===== config.mk =====
export PLATFORM = sky130hd
export DESIGN_NAME = opll_slot_param_sequencer
export DESIGN_NICKNAME = d
export VERILOG_FILES = /design/src/rtl/opll_slot_param_sequencer.sv
export SDC_FILE = /design/constraint.sdc
export NUM_CORES = 1
export LEC_CHECK = 0
export CAP_MARGIN = 5
export CELL_PAD_IN_SITES_DETAIL_PLACEMENT = 2
export CELL_PAD_IN_SITES_GLOBAL_PLACEMENT = 2
export CORE_ASPECT_RATIO = 0.8
export CORE_MARGIN = 2
export CORE_UTILIZATION = 43
export DETAILED_ROUTE_END_ITERATION = 12
export GPL_TIMING_DRIVEN = 0
export PLACE_DENSITY_LB_ADDON = 0.25
export SETUP_SLACK_MARGIN = 0.4
export SLEW_MARGIN = 5
export SYNTH_ARGS = -nofsm -noshare
export SYNTH_HDL_FRONTEND = slang
export SYNTH_SLANG_ARGS = --single-unit

===== constraint.sdc =====
create_clock -name clk -period 9.7 [get_ports clk]
set_input_delay 0.97 -clock clk [delete_from_list [all_inputs] [get_ports clk]]
set_output_delay 0.97 -clock clk [all_outputs]
set_load 0.01 [all_outputs]

===== src/rtl/opll_slot_param_sequencer.sv =====
// opll_slot_param_sequencer
// Host register file, 18-slot x 4-stage time-multiplex sequencer and
// per-slot voice parameter fetch/decode feeding the VM2413 envelope generator.
// Optional feature: define VM2413_RHYTHM_EN to enable rhythm mode ($0E decode,
// rhythm voices 16..18 on channels 6..8, rhythm key mapping).

module opll_slot_param_sequencer (
    input  logic        clk,
    input  logic        reset,
    input  logic        clkena,
    input  logic        cpu_we,
    input  logic        cpu_a,
    input  logic [7:0]  cpu_d,
    output logic [4:0]  rom_addr,
    input  logic [63:0] rom_data,
    output logic [4:0]  slot,
    output logic [1:0]  stage,
    output logic        rhythm,
    output logic        am,
    output logic        key,
    output logic [6:0]  tl,
    output logic [3:0]  ar,
    output logic [3:0]  dr,
    output logic [3:0]  sl,
    output logic [3:0]  rr,
    output logic [3:0]  rks
);

    typedef enum logic [1:0] {
        ST_FETCH  = 2'd0,   // rom_addr presented
        ST_SELECT = 2'd1,   // voice selected, parameters captured
        ST_EG     = 2'd2,   // envelope generator update
        ST_SPARE  = 2'd3    // next slot's ROM index computed
    } stage_e;

    stage_e      stage_q, stage_d;
    logic [4:0]  slot_q, slot_d;
    logic [4:0]  rom_addr_q, rom_addr_d;

    logic [7:0]  addr_q;
    logic [7:0]  user_q   [8];
    logic [7:0]  fnum_q   [9];
    logic [5:0]  ctrl_q   [9];
    logic [7:0]  insvol_q [9];
`ifdef VM2413_RHYTHM_EN
    logic [5:0]  rhy_q;
`endif
    logic        rhy_en;
    logic [4:0]  rhy_keys;

    logic [6:0]  tl_q, tl_d;
    logic [3:0]  ar_q, ar_d;
    logic [3:0]  dr_q, dr_d;
    logic [3:0]  sl_q, sl_d;
    logic [3:0]  rr_q, rr_d;
    logic [3:0]  rks_q, rks_d;
    logic        key_q, key_d;
    logic        am_q, am_d;
    logic        rhythm_q, rhythm_d;

    logic [3:0]  cur_ch;
    logic [3:0]  next_ch;
    logic        capture;
    logic [63:0] voice;
    logic [7:0]  mode_byte;
    logic [5:0]  ctrl_cur;
    logic [7:0]  insvol_cur;
    logic [3:0]  ar_v, dr_v, sl_v, rr_v;
    logic        rk;
    logic        unused_bits;

`ifdef VM2413_RHYTHM_EN
    assign rhy_en   = rhy_q[5];
    assign rhy_keys = rhy_q[5] ? rhy_q[4:0] : 5'b00000;
`else
    assign rhy_en   = 1'b0;
    assign rhy_keys = 5'b00000;
`endif

    assign cur_ch  = slot_q[4:1];
    assign next_ch = slot_d[4:1];
    assign capture = clkena && (stage_q == ST_SELECT);

    // Stage/slot advance: free-running, one stage per clkena, 18 slots.
    always_comb begin
        stage_d = stage_q;
        slot_d  = slot_q;
        if (clkena) begin
            case (stage_q)
                ST_FETCH:  stage_d = ST_SELECT;
                ST_SELECT: stage_d = ST_EG;
                ST_EG:     stage_d = ST_SPARE;
                default: begin
                    stage_d = ST_FETCH;
                    slot_d  = (slot_q == 5'd17) ? 5'd0 : slot_q + 5'd1;
                end
            endcase
        end
    end

    // Sequencer state register.
    always_ff @(posedge clk or posedge reset) begin
        if (reset) begin
            stage_q <= ST_FETCH;
            slot_q  <= '0;
        end else begin
            stage_q <= stage_d;
            slot_q  <= slot_d;
        end
    end

    // ROM index for the slot about to start; loaded on entry to stage 0 so
    // that rom_data is valid by the stage-1 capture one stage later.
    always_comb begin
        rom_addr_d = rom_addr_q;
        if (clkena && (stage_q == ST_SPARE)) begin
            if (rhy_en && (next_ch >= 4'd6))
                rom_addr_d = 5'd10 + {1'b0, next_ch};
            else
                rom_addr_d = {1'b0, insvol_q[next_ch][7:4]};
        end
    end

    // ROM address register.
    always_ff @(posedge clk or posedge reset) begin
        if (reset) rom_addr_q <= '0;
        else       rom_addr_q <= rom_addr_d;
    end

    // CPU write port: address latch and register map, independent of clkena.
    always_ff @(posedge clk or posedge reset) begin
        if (reset) begin
            addr_q <= '0;
            for (int unsigned i = 0; i < 8; i++) user_q[i] <= '0;
            for (int unsigned i = 0; i < 9; i++) begin
                fnum_q[i]   <= '0;
                ctrl_q[i]   <= '0;
                insvol_q[i] <= '0;
            end
`ifdef VM2413_RHYTHM_EN
            rhy_q <= '0;
`endif
        end else if (cpu_we) begin
            if (!cpu_a) begin
                addr_q <= cpu_d;
            end else begin
                case (addr_q[7:4])
                    4'h0: begin
                        if (!addr_q[3]) user_q[addr_q[2:0]] <= cpu_d;
`ifdef VM2413_RHYTHM_EN
                        else if (addr_q[3:0] == 4'hE) rhy_q <= cpu_d[5:0];
`endif
                    end
                    4'h1: if (addr_q[3:0] < 4'd9) fnum_q[addr_q[3:0]]   <= cpu_d;
                    4'h2: if (addr_q[3:0] < 4'd9) ctrl_q[addr_q[3:0]]   <= cpu_d[5:0];
                    4'h3: if (addr_q[3:0] < 4'd9) insvol_q[addr_q[3:0]] <= cpu_d;
                    default: ;
                endcase
            end
        end
    end

    // Rhythm key bit routed to the slot it drives.
    always_comb begin
        rk = 1'b0;
        case (slot_q)
            5'd12, 5'd13: rk = rhy_keys[4];   // BD
            5'd14:        rk = rhy_keys[0];   // HH
            5'd15:        rk = rhy_keys[3];   // SD
            5'd16:        rk = rhy_keys[2];   // TOM
            5'd17:        rk = rhy_keys[1];   // TC
            default:      rk = 1'b0;
        endcase
    end

    // Voice selection and parameter decode for the current slot.
    // rom_addr_q == 0 only for a melodic channel with inst 0 (rhythm voices
    // are 16..18), so it doubles as the user-voice select for what was fetched.
    always_comb begin
        ctrl_cur   = ctrl_q[cur_ch];
        insvol_cur = insvol_q[cur_ch];
        voice      = (rom_addr_q == 5'd0) ?
                     {user_q[7], user_q[6], user_q[5], user_q[4],
                      user_q[3], user_q[2], user_q[1], user_q[0]} : rom_data;
        mode_byte  = slot_q[0] ? voice[15:8]  : voice[7:0];
        ar_v       = slot_q[0] ? voice[47:44] : voice[39:36];
        dr_v       = slot_q[0] ? voice[43:40] : voice[35:32];
        sl_v       = slot_q[0] ? voice[63:60] : voice[55:52];
        rr_v       = slot_q[0] ? voice[59:56] : voice[51:48];

        if (slot_q[0])
            tl_d = {insvol_cur[3:0], 3'b000};
        else if (rhy_en && ((slot_q == 5'd14) || (slot_q == 5'd16)))
            tl_d = {insvol_cur[7:4], 3'b000};
        else
            tl_d = {voice[21:16], 1'b0};

        ar_d  = ar_v;
        dr_d  = dr_v;
        sl_d  = sl_v;
        rks_d = mode_byte[4] ? {ctrl_cur[3:1], ctrl_cur[0]} : {2'b00, ctrl_cur[3:2]};
        key_d = ctrl_cur[4] | rk;
        if (key_d)
            rr_d = mode_byte[5] ? 4'd0 : rr_v;
        else if (ctrl_cur[5])
            rr_d = 4'd5;
        else
            rr_d = mode_byte[5] ? rr_v : 4'd7;
        am_d     = mode_byte[7];
        rhythm_d = rhy_en;
    end

    assign unused_bits = ^{voice, fnum_q[cur_ch]};

    // Parameter output registers, loaded at the stage-1 capture.
    always_ff @(posedge clk or posedge reset) begin
        if (reset) begin
            tl_q     <= '0;
            ar_q     <= '0;
            dr_q     <= '0;
            sl_q     <= '0;
            rr_q     <= '0;
            rks_q    <= '0;
            key_q    <= 1'b0;
            am_q     <= 1'b0;
            rhythm_q <= 1'b0;
        end else if (capture) begin
            tl_q     <= tl_d;
            ar_q     <= ar_d;
            dr_q     <= dr_d;
            sl_q     <= sl_d;
            rr_q     <= rr_d;
            rks_q    <= rks_d;
            key_q    <= key_d;
            am_q     <= am_d;
            rhythm_q <= rhythm_d;
        end
    end

    assign rom_addr = rom_addr_q;
    assign slot     = slot_q;
    assign stage    = stage_q;
    assign tl       = tl_q;
    assign ar       = ar_q;
    assign dr       = dr_q;
    assign sl       = sl_q;
    assign rr       = rr_q;
    assign rks      = rks_q;
    assign key      = key_q;
    assign am       = am_q;
    assign rhythm   = rhythm_q;

endmodule


---- Yosys cells after proc, flatten, opt, wreduce, memory -nomap -nowiden ----
Index checks and enable logic that the tools add are counted.
operators by class
  $add $sub $neg .......................... 1
  reduce and logical (&&, ||, !) cells .... 13
  $lt $le $gt $ge ......................... 7
  equal/unequal tests ..................... 6
  bitwise gates (word level) .............. 7
  mux-type cells .......................... 34
operators with widths
  kind                                                                           count
  72-bit bitwise mux                                                             1
  8-bit binary-select mux with 4-bit select                                      2
  64-bit bitwise mux                                                             1
  64-bit two-way mux                                                             1
  54-bit bitwise mux                                                             1
  4-bit two-way mux                                                              11
  8-bit two-way mux                                                              5
  8-bit demux with 4-bit select                                                  1
  6-bit binary-select mux with 4-bit select                                      1
  6-bit demux with 4-bit select                                                  1
  8-bit demux with 3-bit select                                                  1
  6-bit two-way mux                                                              3
  5-bit >= comparator (second input constant)                                    3
  5-bit two-way mux                                                              3
  4-bit inverter with 5-bit output                                               3
  4-bit AND reduction                                                            3
  4-bit by 2-bit equality test with 1-bit output (second input constant)         2
  7-bit two-way mux                                                              1
  2-bit case mux with 3 select lines                                             1
  5-bit by 1-bit adder with 5-bit output (second input constant)                 1
  5-bit equality test (second input constant)                                    1
  5-bit zero test                                                                1
  5-bit by 1-bit less-than comparator with 1-bit output (second input constant)  1
  2-bit equality test (second input constant)                                    2
  11 further kinds                                                               17
storage, ports and cells
  word-level logic and storage cells ...... 107
  output and inout port bits .............. 42
  bits of input ports ..................... 77
  flip-flop bits (word level) ............. 238

---- Logic depth before layout (Yosys ltp) ----
  word-level depth ........................ 8
  mapped depth ............................ 11
  gate-level depth less buffers ........... 8

---- Least setup slack after synthesis ----
OpenSTA, ideal clock, no wires.
  kind .................................... input-to-reg
  from .................................... input port clkena
  to ...................................... register rom_addr_q[0] (netlist: rom_addr[0])
  required time ........................... 9.561 ns
  cell stages on the path ................. 8
  arrival time ............................ 2.263 ns
  setup slack ............................. 7.298 ns
  buffers on the path ..................... 2
  library setup time ...................... 0.139 ns
  path through ............................ buf_4 -> and2_4 -> o21ai_2 -> buf_4 -> nor3_4 -> a221o_1 -> a21oi_1 -> o221ai_1
on the way
  cells in the longest elaborated chain, start to end .. 5
  elaborated cells on any way between the ends .. 6
  those cells by class .................... 4 x mux; 1 x bitwise; 1 x reduce/logical
RTL lines
  element                                                 line  text
  from (decl)                                             10    input logic clkena,
  5-bit two-way mux                                       88    if (clkena) begin
  4-bit inverter with 5-bit output (not written as such)  120   rom_addr_d = {1'b0, insvol_q[next_ch][7:4]};
  8-bit binary-select mux with 4-bit select               120
  8-bit two-way mux (not written as such) (2 in series)   120
  to (signal assigned)                                    127   else rom_addr_q <= rom_addr_d;
  to (decl)                                               38    logic [4:0] rom_addr_q, rom_addr_d;
Parallel ways exist; a longest one is shown, timed or not. The select of a mux whose other input is x is not followed.
A chain may end at the register's enable or synchronous reset.

---- Final worst setup path ----
  from .................................... input port cpu_we
  to ...................................... register insvol_q[25] (netlist name)
on the way
  cells in the longest elaborated chain, start to end .. 1
RTL lines
  element                          line  text
  from (decl)                      11    input logic cpu_we,
  4-bit AND reduction (no line)    --
  to (signal, indexed assignment)  156   4'h3: if (addr_q[3:0] < 4'd9) insvol_q[addr_q[3:0]] <= cpu_d;
  to (decl)                        44    logic [7:0] insvol_q [9];
Every way passes these cells.

==> flow_summary_export.csv <==
group,metric,value,unit
floorplanning,die_area,0.02509,sq mm
cells_and_area,diodes,0,
drt,routed_wirelength,33700,microns
run,drv_cap,0,
drt,vias,6941,
floorplanning,rows,50,
clock_tree,postCtsHoldBufs,0,
worst_setup_path,r2r-start,"slot[0]",
sta,period_share,31.91,%
yosys,synth_seq_area_share,52.99,%
placed_design,io_buffers,94,
sta,min_period,3.096,ns
sta,fmax,323.0,MHz
drt,drc,0,
drt,drtAntennaViolNets,0,
pwr,power.density,254.2,mW/mm^2
worst_setup_path,path_cells,"clkdlybuf4s50_1 -> nand2_1 -> nor3_2 -> nand3_2 -> nor3_2 -> mux2_2",
drt,via_per_inst,5.932,
worst_setup_path,cp_slowest_cell,"nor3_2",
yosys,synth_async_sr_flop_share,100.0,%
clock_tree,cts_made_buffers,24,
sta,finalClockSkew,0.01177,ns
yosys,synth_area_per_cell,14.21,sq um
cells_and_area,area_growth,21.29,%
worst_setup_path,r2r_slack,6.99,ns
sta,hold_viol_final,0,
yosys,synth_cell_type_count,60,
floorplanning,dieWidth,176.6,microns
worst_setup_path,cpMostUsedCell,"nor3_2",
sta,relSlewSlack,25.37,%
floorplanning,die_h,142.1,microns
yosys,ys_ff_latch,217,
drt,wl_per_cell,28.80,microns
pwr,vdd_drop_max,0.1194,mV
worst_setup_path,crit_required,10.10,ns
yosys,synth_edf_count,0,
clock_tree,path_clk_slew,0.06,ns
global_route,grt_max_degree,114,
clock_tree,cts_resized,0,
sta,final.setup.worst_slack,6.604,ns
yosys,synthFlopType,"dfrtp_1",
cells_and_area,layout-drive-gt1-share,36.71,%
pwr,switching_share,33.05,%
min_path,min_path_type,"reg -> reg",
min_path,min_delay_worst_endpoint,"tl[2]",
sta,fin_tns_setup,0,ns
clock_tree,clock-sinks,217,
clock_tree,cts.path.max_buffers,3,
drt,first_pass_iters,5,
pwr,p_seq_share,35.6,%
worst_setup_path,startpoint_type,"primary input",
cells_and_area,layout.nets,927,
pwr,clkPwrFrac,29.9,%
worst_setup_path,crit_path_max_incr_delay,0.97,ns
min_path,hold_depth,2,
worst_setup_path,critPathCaptureType,"flop",
clock_tree,cts_htree_levels,1,
yosys,netlist_area,0.01025,sq mm
worst_setup_path,cp_data_arrival_time,3.49,ns
worst_setup_path,r2r-end,"rom_addr[2]",
floorplanning,ios,119,
yosys,synthCells,721,
placed_design,pre_cts_slack,6.140,ns
worst_setup_path,rr_worst_depth,8,
pwr,p_int,2.116,mW
outcome,status,"completed",
sta,setup_viol,0,
global_route,grt_pass1_wl,50990,microns
floorplanning,core,0.02340,sq mm
cells_and_area,final_core_utilization,53.12,%
global_route,antenna_found_initial,0,
worst_setup_path,critPathMaxFanout,9,
global_route,grt_pass1_vias,7914,
placed_design,dp.cells,1130,
clock_tree,post_cts_buffers,0,
global_route,grt_usage,27.66,%
pwr,power_leakage,5.708,nW
sta,worst-slew-pin-transition,1.113,ns
sta,final_max_slew_viol_count,0,
floorplanning,initial_core_util,43.80,%
pwr,p_sw,1.044,mW
sta,rsz0062_at_grt,"false",
sta,whs,0.4830,ns
clock_tree,clock_latency,0.52,ns
yosys,yosysWarnings,0,
min_path,min-delay-start,"tl[2]",
drt,drtIter0Drc,547,
worst_setup_path,crit_type,"in -> reg",
clock_tree,cts-root-buf,"clkbuf_16",
global_route,grt-ovfl-total,0,
pwr,power.share.combinational,34.5,%
clock_tree,cts_tree,"built",
cells_and_area,final_cells,1170,
placed_design,dp_hpwl,22840,microns
placed_design,place_congestion,0.8348,
[through the flow]
step | cell area [sq um] | power [mW]
2_1_floorplan | 10250 | 1.790
3_3_place_gp | 11590 | 2.143
3_5_place_dp | 11620 | 2.210
4_1_cts | 12430 | 3.178
5_1_grt | 12430 | 3.292
6_report | 12430 | 3.160
[sequential cells by signal (all words and copies together), names as in the netlist, 5 cells and up]
| signal | flops |
|---|---|
| tl | 6 |
| ctrl_q | 54 |
| addr_q | 8 |
| insvol_q | 72 |
| slot | 5 |
| user_q | 44 |
[final cells by class]
class,instances,area [sq um]
Fill cell,2142,10970
Clock inverter,5,75.07
Buffer,50,279.0
Multi-Input combinational cell,445,4504
Sequential cell,217,5430
Clock buffer,35,733.2
Inverter,11,48.80
Timing Repair Buffer,95,968.4
Tap cell,312,390.4
[metal layers]
metal  up-vias  wire, microns  GRT usage, %  part of all wire, %
li1       2890              -             -                    -
met1      3775          14450         36.71                   43
met2       206          16640         47.22                   49
met3        70           1410         3.392                  4.2
met4         0           1206         9.439                  3.6
met5         -              0             0                    0
[cell usage after synthesis (all sizes together), types with 2 or more instances]
library cell | instances | share of area, %
nor4 | 3 | 0.48
mux2 | 194 | 21
a221o | 6 | 0.59
a22o | 2 | 0.17
o31ai | 2 | 0.15
or3 | 3 | 0.18
nand2b | 7 | 0.43
a21oi | 7 | 0.34
dfrtp | 217 | 53
a211oi | 4 | 0.29
o21ai | 24 | 1.2
inv | 11 | 0.40
nor2b | 5 | 0.31
mux2i | 22 | 2.1
ha | 6 | 0.73
o221ai | 5 | 0.43
a311oi | 2 | 0.23
o211ai | 6 | 0.44
nor2 | 17 | 0.70
buf | 26 | 1.8
nand4 | 3 | 0.39
a31oi | 2 | 0.12
nand2 | 47 | 1.7
nand3 | 6 | 0.39
clkbuf | 24 | 0.88
xnor2 | 4 | 0.53
o2bb2ai | 4 | 0.34
mux4 | 36 | 7.9
nor3 | 11 | 0.84
[logic make-up after synthesis]
| group | count (synthesis) | synth area share, % |
|---|---|---|
| flops | 217 | 52.99 |
| fa+ha+maj | 6 | 0.7326 |
| simple gates | 108 | 6.154 |
| buf+inv | 61 | 3.126 |
| xor+xnor | 4 | 0.5251 |
| other cells | 1 | 0.03659 |
| mux | 252 | 31.42 |
| compound gates | 72 | 5.018 |
[power by group through the flow]
stage,sequential [mW],clock [mW],combinational (mW)
floorplan,1.14,0,0.655
global placement,1.12,0,1.02
detailed placement,1.14,0,1.07
CTS,1.12,0.963,1.09
global route,1.14,0.993,1.16
finish,1.13,0.946,1.09
[worst max-delay path by stage]
| stage | slack [ns] | start | to |
|---|---|---|---|
| finish | 6.60 | cpu_we | insvol_q[25] |
| CTS | 6.68 | cpu_we | insvol_q[25] |
| detailed placement | 6.14 | cpu_we | insvol_q[28] |
| global route | 6.57 | cpu_we | insvol_q[25] |
| floorplan | 2.79 | reset | addr_q[0] |
| global placement | 0.35 | reset | insvol_q[14] |
[critical path, delay by kind of cell]
kind | cells | cell delay [ns]
AND/OR/NAND/NOR | 4 | 1.60
buffers and inverters | 1 | 0.48
multiplexers | 1 | 0.43
[placed cells by master (no fill, tap or decap), types with 3 or more instances in the layout]
cell type / Yosys / layout
dfrtp_1: 217 / 217
mux2_2: 192 / 192
clkdlybuf4s50_1: 0 / 94
nand2_1: 46 / 46
mux4_2: 35 / 35
clkbuf_1: 24 / 27
clkbuf_16: 0 / 25
o21ai_0: 22 / 22
mux2i_1: 22 / 22
nor2_1: 14 / 14
buf_4: 11 / 11
buf_2: 10 / 10
inv_1: 10 / 9
nand2b_1: 7 / 7
a21oi_1: 7 / 7
clkbuf_8: 0 / 7
nor3_1: 6 / 6
a221o_1: 6 / 6
o211ai_1: 6 / 6
ha_1: 6 / 6
buf_6: 5 / 5
o221ai_1: 5 / 5
nor2b_1: 5 / 5
nor3_2: 4 / 4
nand3_1: 4 / 4
o2bb2ai_1: 4 / 4
a211oi_1: 4 / 4
xnor2_1: 3 / 3
or3_1: 3 / 3
nor2_2: 3 / 3
conb_1: 1 / 3
clkinv_2: 0 / 3
No activity file was read; power rests on OpenSTA's default activity.
